### src/rtl/sram_pkg.sv
// rtl/sram_pkg.sv - shared types and defaults for the SRAM read sequencer
//
// Purpose: state encoding, default parameter values and the counter-width
// helper used by sram_read_seq and sram_wl_decoder.
// Ports: none (package).
// Configuration macro: SRAM_READ_CHECK_EN (consumed by sram_read_seq).

package sram_pkg;

  typedef enum logic [1:0] {
    IDLE = 2'd0,
    PRE  = 2'd1,
    SEL  = 2'd2,
    RESP = 2'd3
  } sram_rd_state_e;

  localparam int SRAM_WIDTH_DEF   = 8;
  localparam int SRAM_ADDR_W_DEF  = 4;
  localparam int SRAM_PRE_CYC_DEF = 2;
  localparam int SRAM_WL_CYC_DEF  = 2;

  // Width of a down-counter that must hold max(a,b)-1, with one bit of slack.
  function automatic int sram_cnt_w(input int a, input int b);
    return $clog2((a > b) ? a : b) + 1;
  endfunction

endpackage

### src/rtl/sram_wl_decoder.sv
// rtl/sram_wl_decoder.sv - row address to one-hot wordline decoder with enable
//
// Purpose: combinational ADDR_W -> 2**ADDR_W one-hot decode; all-zero output
// when the enable is low.
// Ports:
//   i_en    in   1       decode enable
//   i_addr  in   ADDR_W  row address
//   o_wl    out  ROWS    one-hot wordline pattern

module sram_wl_decoder
  import sram_pkg::*;
#(
  parameter int ADDR_W = SRAM_ADDR_W_DEF,
  parameter int ROWS   = 2 ** ADDR_W
) (
  input  logic              i_en,
  input  logic [ADDR_W-1:0] i_addr,
  output logic [ROWS-1:0]   o_wl
);

  always_comb begin
    o_wl = '0;
    if (i_en) begin
      o_wl[i_addr] = 1'b1;
    end
  end

endmodule

### src/rtl/sram_read_seq.sv
// rtl/sram_read_seq.sv - SRAM row read sequencer (precharge, wordline, sense)
//
// Purpose: accepts a row address on a valid/ready request channel, precharges
// the bitlines, drives the one-hot wordline of the latched row, samples the
// differential bitline pairs and returns the word on a valid/ready response
// channel.
// Ports:
//   clk        in   1       rising-edge clock
//   rst_n      in   1       synchronous active-low reset
//   req_valid  in   1       read request
//   req_ready  out  1       request accepted on req_valid && req_ready
//   req_addr   in   ADDR_W  row to read
//   pre        out  1       bitline precharge enable
//   wl         out  ROWS    one-hot wordline, zero when not selecting
//   bl         in   WIDTH   true bitlines
//   blb        in   WIDTH   complement bitlines
//   rsp_valid  out  1       response valid
//   rsp_ready  in   1       response consumed on rsp_valid && rsp_ready
//   rsp_data   out  WIDTH   sensed word
//   rsp_err    out  1       sense error (some pair not differential)
// Configuration macro: SRAM_READ_CHECK_EN - when defined rsp_err reports
// non-differential bitline pairs; when undefined rsp_err is 0 and blb unused.

module sram_read_seq
  import sram_pkg::*;
#(
  parameter int WIDTH   = SRAM_WIDTH_DEF,
  parameter int ADDR_W  = SRAM_ADDR_W_DEF,
  parameter int PRE_CYC = SRAM_PRE_CYC_DEF,
  parameter int WL_CYC  = SRAM_WL_CYC_DEF
) (
  input  logic                   clk,
  input  logic                   rst_n,
  input  logic                   req_valid,
  output logic                   req_ready,
  input  logic [ADDR_W-1:0]      req_addr,
  output logic                   pre,
  output logic [(2**ADDR_W)-1:0] wl,
  input  logic [WIDTH-1:0]       bl,
  input  logic [WIDTH-1:0]       blb,
  output logic                   rsp_valid,
  input  logic                   rsp_ready,
  output logic [WIDTH-1:0]       rsp_data,
  output logic                   rsp_err
);

  localparam int ROWS  = 2 ** ADDR_W;
  localparam int CNT_W = sram_cnt_w(PRE_CYC, WL_CYC);

  // Counter is loaded with (hold cycles - 1) on entry and the state exits on 0.
  localparam logic [CNT_W-1:0] PRE_LOAD = CNT_W'(PRE_CYC - 1);
  localparam logic [CNT_W-1:0] WL_LOAD  = CNT_W'(WL_CYC - 1);
  localparam logic [CNT_W-1:0] CNT_ONE  = CNT_W'(1);

  sram_rd_state_e    r_state;
  logic [CNT_W-1:0]  r_cnt;
  logic [ADDR_W-1:0] r_addr;
  logic              r_pre;
  logic [ROWS-1:0]   r_wl;
  logic              r_rsp_valid;
  logic [WIDTH-1:0]  r_rsp_data;
  logic              r_rsp_err;

  logic              w_req_ready;
  logic              w_sel_next;
  logic              w_sense_err;
  logic [ROWS-1:0]   w_wl_dec;

  assign w_req_ready = (r_state == IDLE) || ((r_state == RESP) && rsp_ready);

  // The decoder output is registered, so it is enabled for the cycles whose
  // following edge lands in (or stays in) SEL; the wordline register is then
  // high exactly while the state register holds SEL.
  assign w_sel_next = ((r_state == PRE) && (r_cnt == '0)) ||
                      ((r_state == SEL) && (r_cnt != '0));

  sram_wl_decoder #(
    .ADDR_W (ADDR_W),
    .ROWS   (ROWS)
  ) u_wl_dec (
    .i_en   (w_sel_next),
    .i_addr (r_addr),
    .o_wl   (w_wl_dec)
  );

`ifdef SRAM_READ_CHECK_EN
  // XNOR is 1 where true and complement agree, i.e. the pair did not split.
  assign w_sense_err = |(bl ~^ blb);
`else
  logic w_unused_blb;
  assign w_unused_blb = ^blb;
  assign w_sense_err  = 1'b0;
`endif

  always_ff @(posedge clk) begin
    if (!rst_n) begin
      r_state     <= IDLE;
      r_cnt       <= '0;
      r_addr      <= '0;
      r_pre       <= 1'b0;
      r_wl        <= '0;
      r_rsp_valid <= 1'b0;
      r_rsp_data  <= '0;
      r_rsp_err   <= 1'b0;
    end else begin
      r_wl <= w_wl_dec;
      case (r_state)
        IDLE: begin
          if (req_valid) begin
            r_state <= PRE;
            r_cnt   <= PRE_LOAD;
            r_addr  <= req_addr;
            r_pre   <= 1'b1;
          end
        end
        PRE: begin
          if (r_cnt == '0) begin
            r_state <= SEL;
            r_cnt   <= WL_LOAD;
            r_pre   <= 1'b0;
          end else begin
            r_cnt <= r_cnt - CNT_ONE;
          end
        end
        SEL: begin
          if (r_cnt == '0) begin
            r_state     <= RESP;
            r_cnt       <= '0;
            r_rsp_valid <= 1'b1;
            r_rsp_data  <= bl;
            r_rsp_err   <= w_sense_err;
          end else begin
            r_cnt <= r_cnt - CNT_ONE;
          end
        end
        RESP: begin
          // Data/err registers are only written on SEL exit, so they hold
          // steady for as long as the consumer stalls.
          if (rsp_ready) begin
            r_rsp_valid <= 1'b0;
            if (req_valid) begin
              r_state <= PRE;
              r_cnt   <= PRE_LOAD;
              r_addr  <= req_addr;
              r_pre   <= 1'b1;
            end else begin
              r_state <= IDLE;
              r_cnt   <= '0;
            end
          end
        end
        default: begin
          r_state <= IDLE;
          r_cnt   <= '0;
        end
      endcase
    end
  end

  assign req_ready = w_req_ready;
  assign pre       = r_pre;
  assign wl        = r_wl;
  assign rsp_valid = r_rsp_valid;
  assign rsp_data  = r_rsp_data;
  assign rsp_err   = r_rsp_err;

endmodule

### config.mk
export PLATFORM = sky130hd
export DESIGN_NAME = sram_read_seq
export DESIGN_NICKNAME = d
export VERILOG_FILES = /design/src/rtl/sram_pkg.sv /design/src/rtl/sram_wl_decoder.sv /design/src/rtl/sram_read_seq.sv
export SDC_FILE = /design/constraint.sdc
export NUM_CORES = 1
export LEC_CHECK = 0
export BUFFER_PORTS_ARGS = -buffer_cell sky130_fd_sc_hd__buf_2
export CORE_AREA = 2 2 62 70
export CTS_CLUSTER_SIZE = 8
export DETAILED_ROUTE_END_ITERATION = 6
export DIE_AREA = 0 0 64 72
export GPL_TIMING_DRIVEN = 0
export PLACE_DENSITY = 0.68
export SLEW_MARGIN = 20
export SYNTH_ARGS = -nofsm -noshare
export SYNTH_HDL_FRONTEND = slang
export SYNTH_HIERARCHICAL = 1
export SYNTH_SLANG_ARGS = --single-unit
### constraint.sdc
create_clock -name clk -period 3.9 [get_ports clk]
set_input_delay 0.585 -clock clk [delete_from_list [all_inputs] [get_ports clk]]
set_output_delay 0.585 -clock clk [all_outputs]
set_load 0.005 [all_outputs]
==> flow_summary.yaml <==
status:
  status: "complete, no violations"
sta:
  grt_setup_unrepaired: "no"
  setup_tns_ps: 0
  finalMaxSlewViolations: 0
  final-setup-viol-count: 0
  fmaxAchievable_mhz: 510.1
  layout_worst_path_cycle_share_pct: 50.27
  post_route_minimum_period_ps: 1960
  post-route-worst-setup-slack_ps: 1940
  finalHoldViolations: 0
  skew_ps: 4.420
floorplanning:
  start_util_pct: 38.50
  die_h_um: 72
  chipWidth_um: 64
  io_pins: 52
  rows: 24
  core_area_um2: 3874
  die_area_um2: 4608
power:
  total_switching_power_mw: 0.3462
  swShare_pct: 31.37
  total_leakage_power_nw: 0.8284
  power_mw: 1.104
  vdd_ir_drop_max_uv: 243.4
  comb_power_share_pct: 32.9
  power.clock.fraction_pct: 27.7
  power-per-cell-area_nw_per_um2: 590.9
  cellInternalPower_mw: 0.7576
  share_seq_of_total_power_pct: 39.4
global_route:
  groute.usage.overall_pct: 13.03
  antenna_found_initial: 0
  first_global_vias: 1137
  overflow: 0
  grt_max_degree: 11
  grt_pass1_wl_mm: 4.705
clocking:
  clock_insertion_delay_worst_skew_ps: 280
  cts_tree: "yes"
  post_cts.resized_instances: 0
  cts_sinks: 34
  cts_root_buffer: "clkbuf_8"
  post-cts-setup-buffer-count: 0
  clock_path_buffers: 2
  cts_buffer_count: 5
  hold_fix_buffer_count_after_cts: 0
  ctsHtreeMaxLevel: 2
  cts.reportedPaths.clkPinSlew_ps: 60
synth:
  synthDominantAreaCellType: "dfxtp_1"
  yosys_most_used_dff: "dfxtp_1"
  async_reset_ff_share_pct: 0
  synth.ff_latch_count: 34
  synth_warn: 6
  synth_top_cells_by_count: "34 x dfxtp_1, 22 x nor2_1, 16 x and2_1"
  distinct_cell_type_count_after_synthesis: 36
  ys_seq_area_share_pct: 45.64
  synthesis.area_um2: 1491
  yosys.area.top_type_share_pct: 45.64
  most_repeated_cell_in_the_gate_level_netlist_after_synthesis: "dfxtp_1"
  syn_inst: 161
  synth_edf_count: 0
  postSynthNetCount: 190
  synth.top_cells.by_area: "dfxtp_1 46%, and2_1 6.7%, mux2i_1 6.0%"
  postSynthAreaPerCell_um2: 9.264
place:
  pre_cts_ws_ps: 1999
  placedCellCount: 254
  portBuffers: 41
  dp_hpwl_mm: 2.153
  routabilityCongestion: 0.8097
  dpl_cell_area_um2: 1762
critical_path:
  rr_startpoint: "r_state[0]"
  setup.worst_path.end_class: "output pin"
  critical_path.cell_chain: "inv_1, ha_1, inv_1, nand2_1, buf_2"
  timing.critical_path.required_ps: 3310
  max_stage_delay_ps: 390
  kind_of_launch_point_of_the_worst_setup_path: "register"
  cp_common_cell: "inv_1"
  worst-setup-path-type: "register to output pin"
  critPathMaxFanout: 6
  reg2regPathDepth: 7
  critical_path_arrival_ps: 1380
  r2r_setup_slack_ps: 2010
  crit-reg2reg-capture: "wl[3]"
  timing.critical_path.slowest_stage_cell: "dfxtp_1"
layout:
  finalNonFillerCells: 262
  design.final.nets: 238
  drive_above_1_share_pct: 28.57
  layout.cell_area.non_filler_um2: 1868
  n_fill_cell: 383
  area_delta_synth_final_pct: 25.25
  antenna-diode-count: 0
detailed_routing:
  detailedRoute.firstPassIterationCount: 4
  routed-via-count: 1237
  wire_per_inst_um: 10.94
  routed_wirelength_mm: 2.867
  antenna_violating_nets_remaining: 0
  drcViolationCount: 0
  avgViaCountPerCell: 4.721
  drt_iter0_drc: 42
hold_path:
  worstHoldPathCells: 2
  worst_hold_path.endpoint: "rsp_valid"
  min_path_type: "register to register"
  worst_hold_startpoint: "rsp_valid"
flow_run:
  max_cap_violations: 0
[power by group through the flow]
stage,logic (mW),registers (mW),clock network (mW)
after CTS,0.365,0.435,0.317
final,0.363,0.434,0.306
after global routing,0.405,0.441,0.329
after floorplan,0.269,0.438,0
after global placement,0.356,0.441,0
after detailed placement,0.362,0.441,0
[sequential cells by signal (all words and copies together) (netlist names)]
| signal | cells |
|---|---|
| pre | 1 |
| r_addr | 4 |
| r_cnt | 2 |
| rsp_data | 8 |
| r_state | 2 |
| rsp_valid | 1 |
| wl | 16 |
[kinds of logic (layout without fill, tap and decap cells)]
group                      after synthesis  count (layout)  share of synthesized area (%)
AOI/OAI and AO/OA                       26              26                          11.58
adders and majority gates                5               5                          4.195
buffers and inverters                   16              65                          6.376
DFF                                     34              34                          45.64
muxes                                   10              10                          6.795
other                                    1               1                         0.2514
and+or+nand+nor                         69              69                          25.17
[metal layers]
layer / share of wire [%] / vias up / GRT usage [%]
li1: - / 640 / -
met1: 42 / 545 / 13.70
met2: 47 / 47 / 22.69
met3: 9.1 / 5 / 5.426
met4: 1.8 / 0 / 5.797
met5: 0 / - / 0
[stage by stage]
step | hold WS [ps] | util [%]
floorplan | 465.6 | -
global placement | 465.8 | 45.48
detailed placement | 476.2 | 45.48
CTS | 485.0 | 48.22
global route | 516.3 | 48.22
finish | 488.1 | 48.22
[worst max-delay path: cells and delay by family, from the launching register on]
family / cells / cell delay, ps
flops: 1 / 390
buf+inv: 3 / 360
fa+ha+maj: 1 / 290
simple gates: 1 / 50
[cell type report]
cell class | instances | area (µm²) | share of cell area, %
clock inverter | 1 | 30.03 | 1.608
sequential | 34 | 680.7 | 36.44
multi-input combinational | 111 | 715.7 | 38.31
inverter | 7 | 26.28 | 1.407
timing repair buffer | 41 | 205.2 | 10.98
buffer | 9 | 68.82 | 3.684
tap | 52 | 65.06 | 3.483
clock buffer | 7 | 76.32 | 4.086
[worst max-delay path by stage]
stage | startpoint | endpoint | cells past startpoint
CTS | r_state[0] | req_ready | 5
global route | r_state[0] | wl[0] | 7
global placement | r_state[0] | wl[3] | 7
detailed placement | r_state[0] | wl[3] | 7
finish | r_state[0] | req_ready | 5
floorplan | r_state[0] | wl[0] | 7
[cell usage in the layout, fill, tap and decap left out, types with 2 or more instances in the layout]
master / synthesis / routed
nand2_1: 7 / 7
buf_6: 4 / 4
nand3_1: 6 / 6
mux2i_1: 9 / 9
clkbuf_1: 3 / 5
dfxtp_1: 34 / 34
inv_1: 7 / 7
o21ai_0: 5 / 5
o211ai_1: 2 / 2
nor2b_1: 2 / 2
a21oi_1: 9 / 9
o22ai_1: 2 / 2
nand3b_1: 2 / 2
buf_2: 1 / 42
nor2_1: 22 / 22
nand2b_1: 5 / 5
and2_1: 16 / 16
nor3_1: 3 / 3
ha_1: 5 / 5
clkbuf_8: 0 / 5
(Power assumes the default switching activity.)
